## src/rtl/adc_frame_buffer.sv

```systemverilog
// Frame capture buffer behind the 8-byte ADC packer: one armed frame of
// FRAME_WORDS words goes into a circular FIFO that the host reader drains.
module adc_frame_buffer #(
  parameter int DATA_W      = 64,
  parameter int ADDR_W      = 6,
  parameter int FRAME_WORDS = 32
) (
  input  logic              adc_clk,
  input  logic              rst_n,
  input  logic              arm,
  input  logic              pack_valid,
  input  logic [DATA_W-1:0] pack_data,
  input  logic              rd_en,
  output logic [DATA_W-1:0] rd_data,
  output logic              rd_valid,
  output logic [ADDR_W:0]   level,
  output logic [1:0]        state,
  output logic              frame_done,
  output logic              overflow
);
  localparam int              DEPTH = 2**ADDR_W;
  localparam logic [ADDR_W:0] FULL  = (ADDR_W+1)'(DEPTH);
  localparam logic [15:0]     FW    = 16'(FRAME_WORDS);

  typedef enum logic [1:0] {S_IDLE = 2'd0, S_ARMED = 2'd1, S_CAPTURE = 2'd2, S_DRAIN = 2'd3} state_t;

  state_t              state_q, state_d;
  logic [ADDR_W-1:0]   wr_ptr_q, wr_ptr_d, rd_ptr_q, rd_ptr_d;
  logic [ADDR_W:0]     level_q, level_d;
  logic [15:0]         cnt_q, cnt_d, cnt_inc;
  logic [DATA_W-1:0]   rd_data_q, rd_data_d;
  logic                rd_valid_q, rd_valid_d;
  logic                frame_done_q, frame_done_d;
  logic                overflow_q, overflow_d;
  logic                wr_req, wr_acc, rd_acc;

  logic [DATA_W-1:0]   mem [DEPTH];

  assign cnt_inc = cnt_q + 16'd1;

  always_comb begin
    rd_acc = rd_en && (level_q != '0);
    wr_req = pack_valid && (state_q == S_ARMED || state_q == S_CAPTURE);
    // A full FIFO still takes a word when the same cycle frees a slot.
    wr_acc = wr_req && ((level_q != FULL) || rd_acc);

    state_d      = state_q;
    cnt_d        = cnt_q;
    overflow_d   = overflow_q;
    frame_done_d = 1'b0;
    wr_ptr_d     = wr_acc ? wr_ptr_q + 1'b1 : wr_ptr_q;
    rd_ptr_d     = rd_acc ? rd_ptr_q + 1'b1 : rd_ptr_q;
    rd_valid_d   = rd_acc;
    rd_data_d    = rd_acc ? mem[rd_ptr_q] : rd_data_q;

    level_d = level_q;
    if (wr_acc && !rd_acc)      level_d = level_q + 1'b1;
    else if (rd_acc && !wr_acc) level_d = level_q - 1'b1;

    if (wr_req && !wr_acc) overflow_d = 1'b1;

    case (state_q)
      S_IDLE: if (arm) begin
        state_d    = S_ARMED;
        cnt_d      = '0;
        overflow_d = 1'b0;
      end
      S_ARMED, S_CAPTURE: if (pack_valid) begin
        // Dropped words still count so every frame is FRAME_WORDS inputs long.
        cnt_d   = cnt_inc;
        state_d = (cnt_inc == FW) ? S_DRAIN : S_CAPTURE;
      end
      S_DRAIN: if (level_q == '0) begin
        state_d      = S_IDLE;
        frame_done_d = 1'b1;
      end
      default: state_d = S_IDLE;
    endcase
  end

  always_ff @(posedge adc_clk or negedge rst_n) begin
    if (!rst_n) begin
      state_q      <= S_IDLE;
      wr_ptr_q     <= '0;
      rd_ptr_q     <= '0;
      level_q      <= '0;
      cnt_q        <= '0;
      rd_data_q    <= '0;
      rd_valid_q   <= 1'b0;
      frame_done_q <= 1'b0;
      overflow_q   <= 1'b0;
    end else begin
      state_q      <= state_d;
      wr_ptr_q     <= wr_ptr_d;
      rd_ptr_q     <= rd_ptr_d;
      level_q      <= level_d;
      cnt_q        <= cnt_d;
      rd_data_q    <= rd_data_d;
      rd_valid_q   <= rd_valid_d;
      frame_done_q <= frame_done_d;
      overflow_q   <= overflow_d;
    end
  end

  // Storage carries no reset; emptiness is defined by the pointers and level.
  always_ff @(posedge adc_clk) begin
    if (wr_acc) mem[wr_ptr_q] <= pack_data;
  end

  assign state      = state_q;
  assign level      = level_q;
  assign rd_data    = rd_data_q;
  assign rd_valid   = rd_valid_q;
  assign frame_done = frame_done_q;
  assign overflow   = overflow_q;
endmodule

```

## config.mk

```make
export PLATFORM = sky130hd
export DESIGN_NAME = adc_frame_buffer
export DESIGN_NICKNAME = d
export VERILOG_FILES = /design/src/rtl/adc_frame_buffer.sv
export SDC_FILE = /design/constraint.sdc
export NUM_CORES = 2
export LEC_CHECK = 0
export CORE_ASPECT_RATIO = 1.1
export CORE_MARGIN = 5
export CORE_UTILIZATION = 40
export CTS_CLUSTER_DIAMETER = 120
export DETAILED_ROUTE_END_ITERATION = 6
export REMOVE_ABC_BUFFERS = 1
export SYNTH_ARGS = -nofsm -noshare
export SYNTH_HDL_FRONTEND = slang
export SYNTH_SLANG_ARGS = --single-unit
```

## constraint.sdc

```tcl
create_clock -name adc_clk -period 10.32 [get_ports adc_clk]
set_input_delay 2.58 -clock adc_clk [delete_from_list [all_inputs] [get_ports adc_clk]]
set_output_delay 2.58 -clock adc_clk [all_outputs]
set_load 0.01 [all_outputs]
```

==> impl_metrics.ini <==
[place]
io_buffers = 144
hpwl_um = 271000
pre_cts_ws_ns = 2.97
dpl-instance-area_mm2 = 0.169
gp_congestion = 0.847

[synthesis]
ys_top_cells_by_count = edfxtp_1 (4,096), mux4_2 (882), mux2i_1 (511)
synthMuxAreaShare = 0.156
synthTopCellsByArea = edfxtp_1 (77%), mux4_2 (12%), mux2i_1 (3.2%), dfrtp_1 (1.6%), a2111oi_0 (0.53%)
synth_top_area_cell = edfxtp_1
synth_ff_type = edfxtp_1
yosysUniqueCellTypes = 62
synth-edff-count = 4096
ys_ff_latch = 4200
syn_area_mm2 = 0.160
synthXorXnorAreaFrac = 0.000929
synth-adder-area-share = 0.000983
yosysMostFrequentCell = edfxtp_1
synth_top_family_by_area = multiplexers
async_reset_ff_frac = 0.0248
netlist.area_leader.share = 0.767
avgSynthCellArea_um2 = 22.2
seq_area_frac_synth = 0.784
netlist_instances = 7234
synth_compound_area_frac = 0.0321
yosys.area_share.simple = 0.0126
yosys_warnings = 0

[floorplan]
start_util = 0.402
core-area_mm2 = 0.399
num_rows = 243
ios = 145
die_area_mm2 = 0.414
die_x_um = 614
die_y_um = 674

[timing]
fin_skew_ns = 0.0712
timing.fmax_mhz = 156
setup-violations-final = 0
max_slew_margin = -0.000419
rsz0062_at_grt = false
worst_slew_pin_slew_ns = 1.46
period_share = 0.620
whs_ns = 0.530
final_max_slew_viol_count = 1
min_period_ns = 6.40
fin_ws_ns = 3.92
hold_viol = 0

[outcome]
status = finished, violations left
violations = capacitance limit, slew limit

[critical_path]
crit_family = simple AND/OR/NAND/NOR gates
worst-endpoint-required_ns = 10.93
crit_chain = clkdlybuf4s50_1 > inv_1 > and4_1 > nor2_1 > and2_1 > nand2_1 > nor2_4 > buf_4
arrival_ns = 7.01
critical_path_class = primary input to flip-flop
worstSetupStartpointType = primary input
slowest_stage = nor2_4
slowest_delay_ns = 1.21
cp_max_fo = 25
end_kind = flip-flop
path_buf_inv = 3

[layout]
fin_area_mm2 = 0.182
synthToLayoutAreaGrowth_pct = 13.6
fin_util = 0.457
fillers = 32900
multi_input_area_mm2 = 0.0331
regArea_mm2 = 0.126
nets = 7760
drive_gt1_frac = 0.241

[routing]
vias_per_cell = 6.00
wirelength_um = 466000
drt-initial-drc-count = 10900
wl_per_cell_um = 35.1
drc = 0
vias = 79800
postRouteAntennaNets = 0
dr.pass1.iters = 5

[clocking]
clk_path_buf_depth = 4
cts_sinks = 4200
htreeDepth = 5
cts_made_buffers = 408
cts_setup_buffers = 0
cts_tree = done
cts_resized = 0
cts-root-buf = clkbuf_16
clk_pin_slew_ns = 0.06
insertion_delay_ns = 0.99
cts_hold_buf = 0

[pwr]
p_total_w = 0.0488
p_per_area_mw_per_mm2 = 268
peakVddDrop_uv = 236
leakage_nw = 57.5

[global_route]
grt_max_degree = 113
overflow = 0
grt_util_all_layers = 0.222
antenna_found_initial = 36
grt_pass1_wl_um = 647000
grt_pass1_vias = 79400

[min_path]
hold_class = flip-flop to flip-flop

[flow_run]
drv_cap = 1
## per-layer routing
metal / track usage / vias to the layer above / part of all wire
li1: - / 31600 / -
met1: 0.307 / 43300 / 0.39
met2: 0.358 / 4101 / 0.48
met3: 0.0444 / 725 / 0.089
met4: 0.0659 / 14 / 0.035
met5: 0 / - / 0.00020
## final timing paths
kind | start | endpoint | slack, ns | cells past startpoint
worst max-delay path | rd_en | mem[46][37]$_DFFE_PP_ | 3.92 | 8
min in group asynchronous | rst_n | level[0]$_DFFE_PN0P_ | 1.65 | 1
worst min register to register | cnt_q[15]$_DFFE_PN0P_ | cnt_q[15]$_DFFE_PN0P_ | 0.53 | 1
worst max register to register | rd_ptr_q[0]$_DFFE_PN0P_ | rd_data[34]$_DFFE_PN0P_ | 5.00 | 7
worst min-delay path | cnt_q[15]$_DFFE_PN0P_ | cnt_q[15]$_DFFE_PN0P_ | 0.53 | 1
max in group asynchronous | rst_n | rd_data[50]$_DFFE_PN0P_ | 7.21 | 2
## report_power, final
| group | total, W | internal [W] | switching [W] |
|---|---|---|---|
| clock | 0.0146 | 0.00817 | 0.00641 |
| sequential | 0.0199 | 0.0193 | 0.000646 |
| combinational | 0.0143 | 0.00549 | 0.00885 |
| total | 0.0488 | 0.0329 | 0.0159 |
## registers in the layout, indices dropped and copies added, names as in the netlist
register and flops:
state 2, frame_done 1, level 7, rd_valid 1
overflow 1, rd_data 64, rd_ptr_q 6, mem 4096
wr_ptr_q 6, cnt_q 16
## area by class of cell
cell class | count | area share
inverters | 16 | 0.000357
multi-input cells | 2608 | 0.182
repair buffers | 445 | 0.0206
clock buffers | 526 | 0.0597
well taps | 5267 | 0.0362
diodes | 15 | 0.000206
clock inverters | 221 | 0.0113
flip-flops and latches | 4200 | 0.690
## placed cells by master, fill, tap and decap left out, drive strengths merged, types with 5 or more instances in the layout
| master | synthesis | final |
|---|---|---|
| o221ai | 41 | 41 |
| o21ai | 85 | 85 |
| a22oi | 68 | 68 |
| ha | 11 | 11 |
| and2 | 7 | 7 |
| bufinv | 0 | 28 |
| buf | 255 | 362 |
| edfxtp | 4096 | 4096 |
| nor3 | 36 | 36 |
| nand2 | 172 | 172 |
| a221oi | 13 | 13 |
| o311ai | 5 | 5 |
| a221o | 26 | 26 |
| a32oi | 16 | 16 |
| clkinvlp | 0 | 10 |
| nand3 | 18 | 18 |
| clkdlybuf4s50 | 0 | 79 |
| a21oi | 114 | 114 |
| a2111oi | 97 | 97 |
| nand4 | 8 | 8 |
| o211a | 15 | 15 |
| inv | 15 | 32 |
| mux2i | 511 | 511 |
| dfrtp | 104 | 104 |
| mux4 | 882 | 882 |
| a211o | 29 | 29 |
| a31oi | 30 | 30 |
| o22ai | 100 | 100 |
| nor2 | 167 | 167 |
| a211oi | 36 | 36 |
| clkinv | 1 | 167 |
| nand2b | 6 | 6 |
| a22o | 22 | 22 |
| xnor2 | 13 | 13 |
| diode | 0 | 15 |
| and3 | 8 | 8 |
| nor2b | 21 | 21 |
| a311oi | 9 | 9 |
| clkbuf | 155 | 529 |
## logic make-up (layout without fill, tap and decap cells)
family                   Yosys count  after routing
AO/OA/AOI/OAI                    720            720
XOR/XNOR                          17             17
adder cells (fa/ha/maj)           12             12
buffers and inverters            426           1208
flip-flops                      4200           4200
multiplexers                    1394           1394
other                              0             15
AND/OR/NAND/NOR                  465            465
## stage by stage
step,cells,TNS [ns]
finish,13300,0
global route,13300,0
CTS,13300,0
detailed placement,12500,0
global placement,12500,0
floorplan,6824,-2407.37
Power figures use the tool's default switching activity.
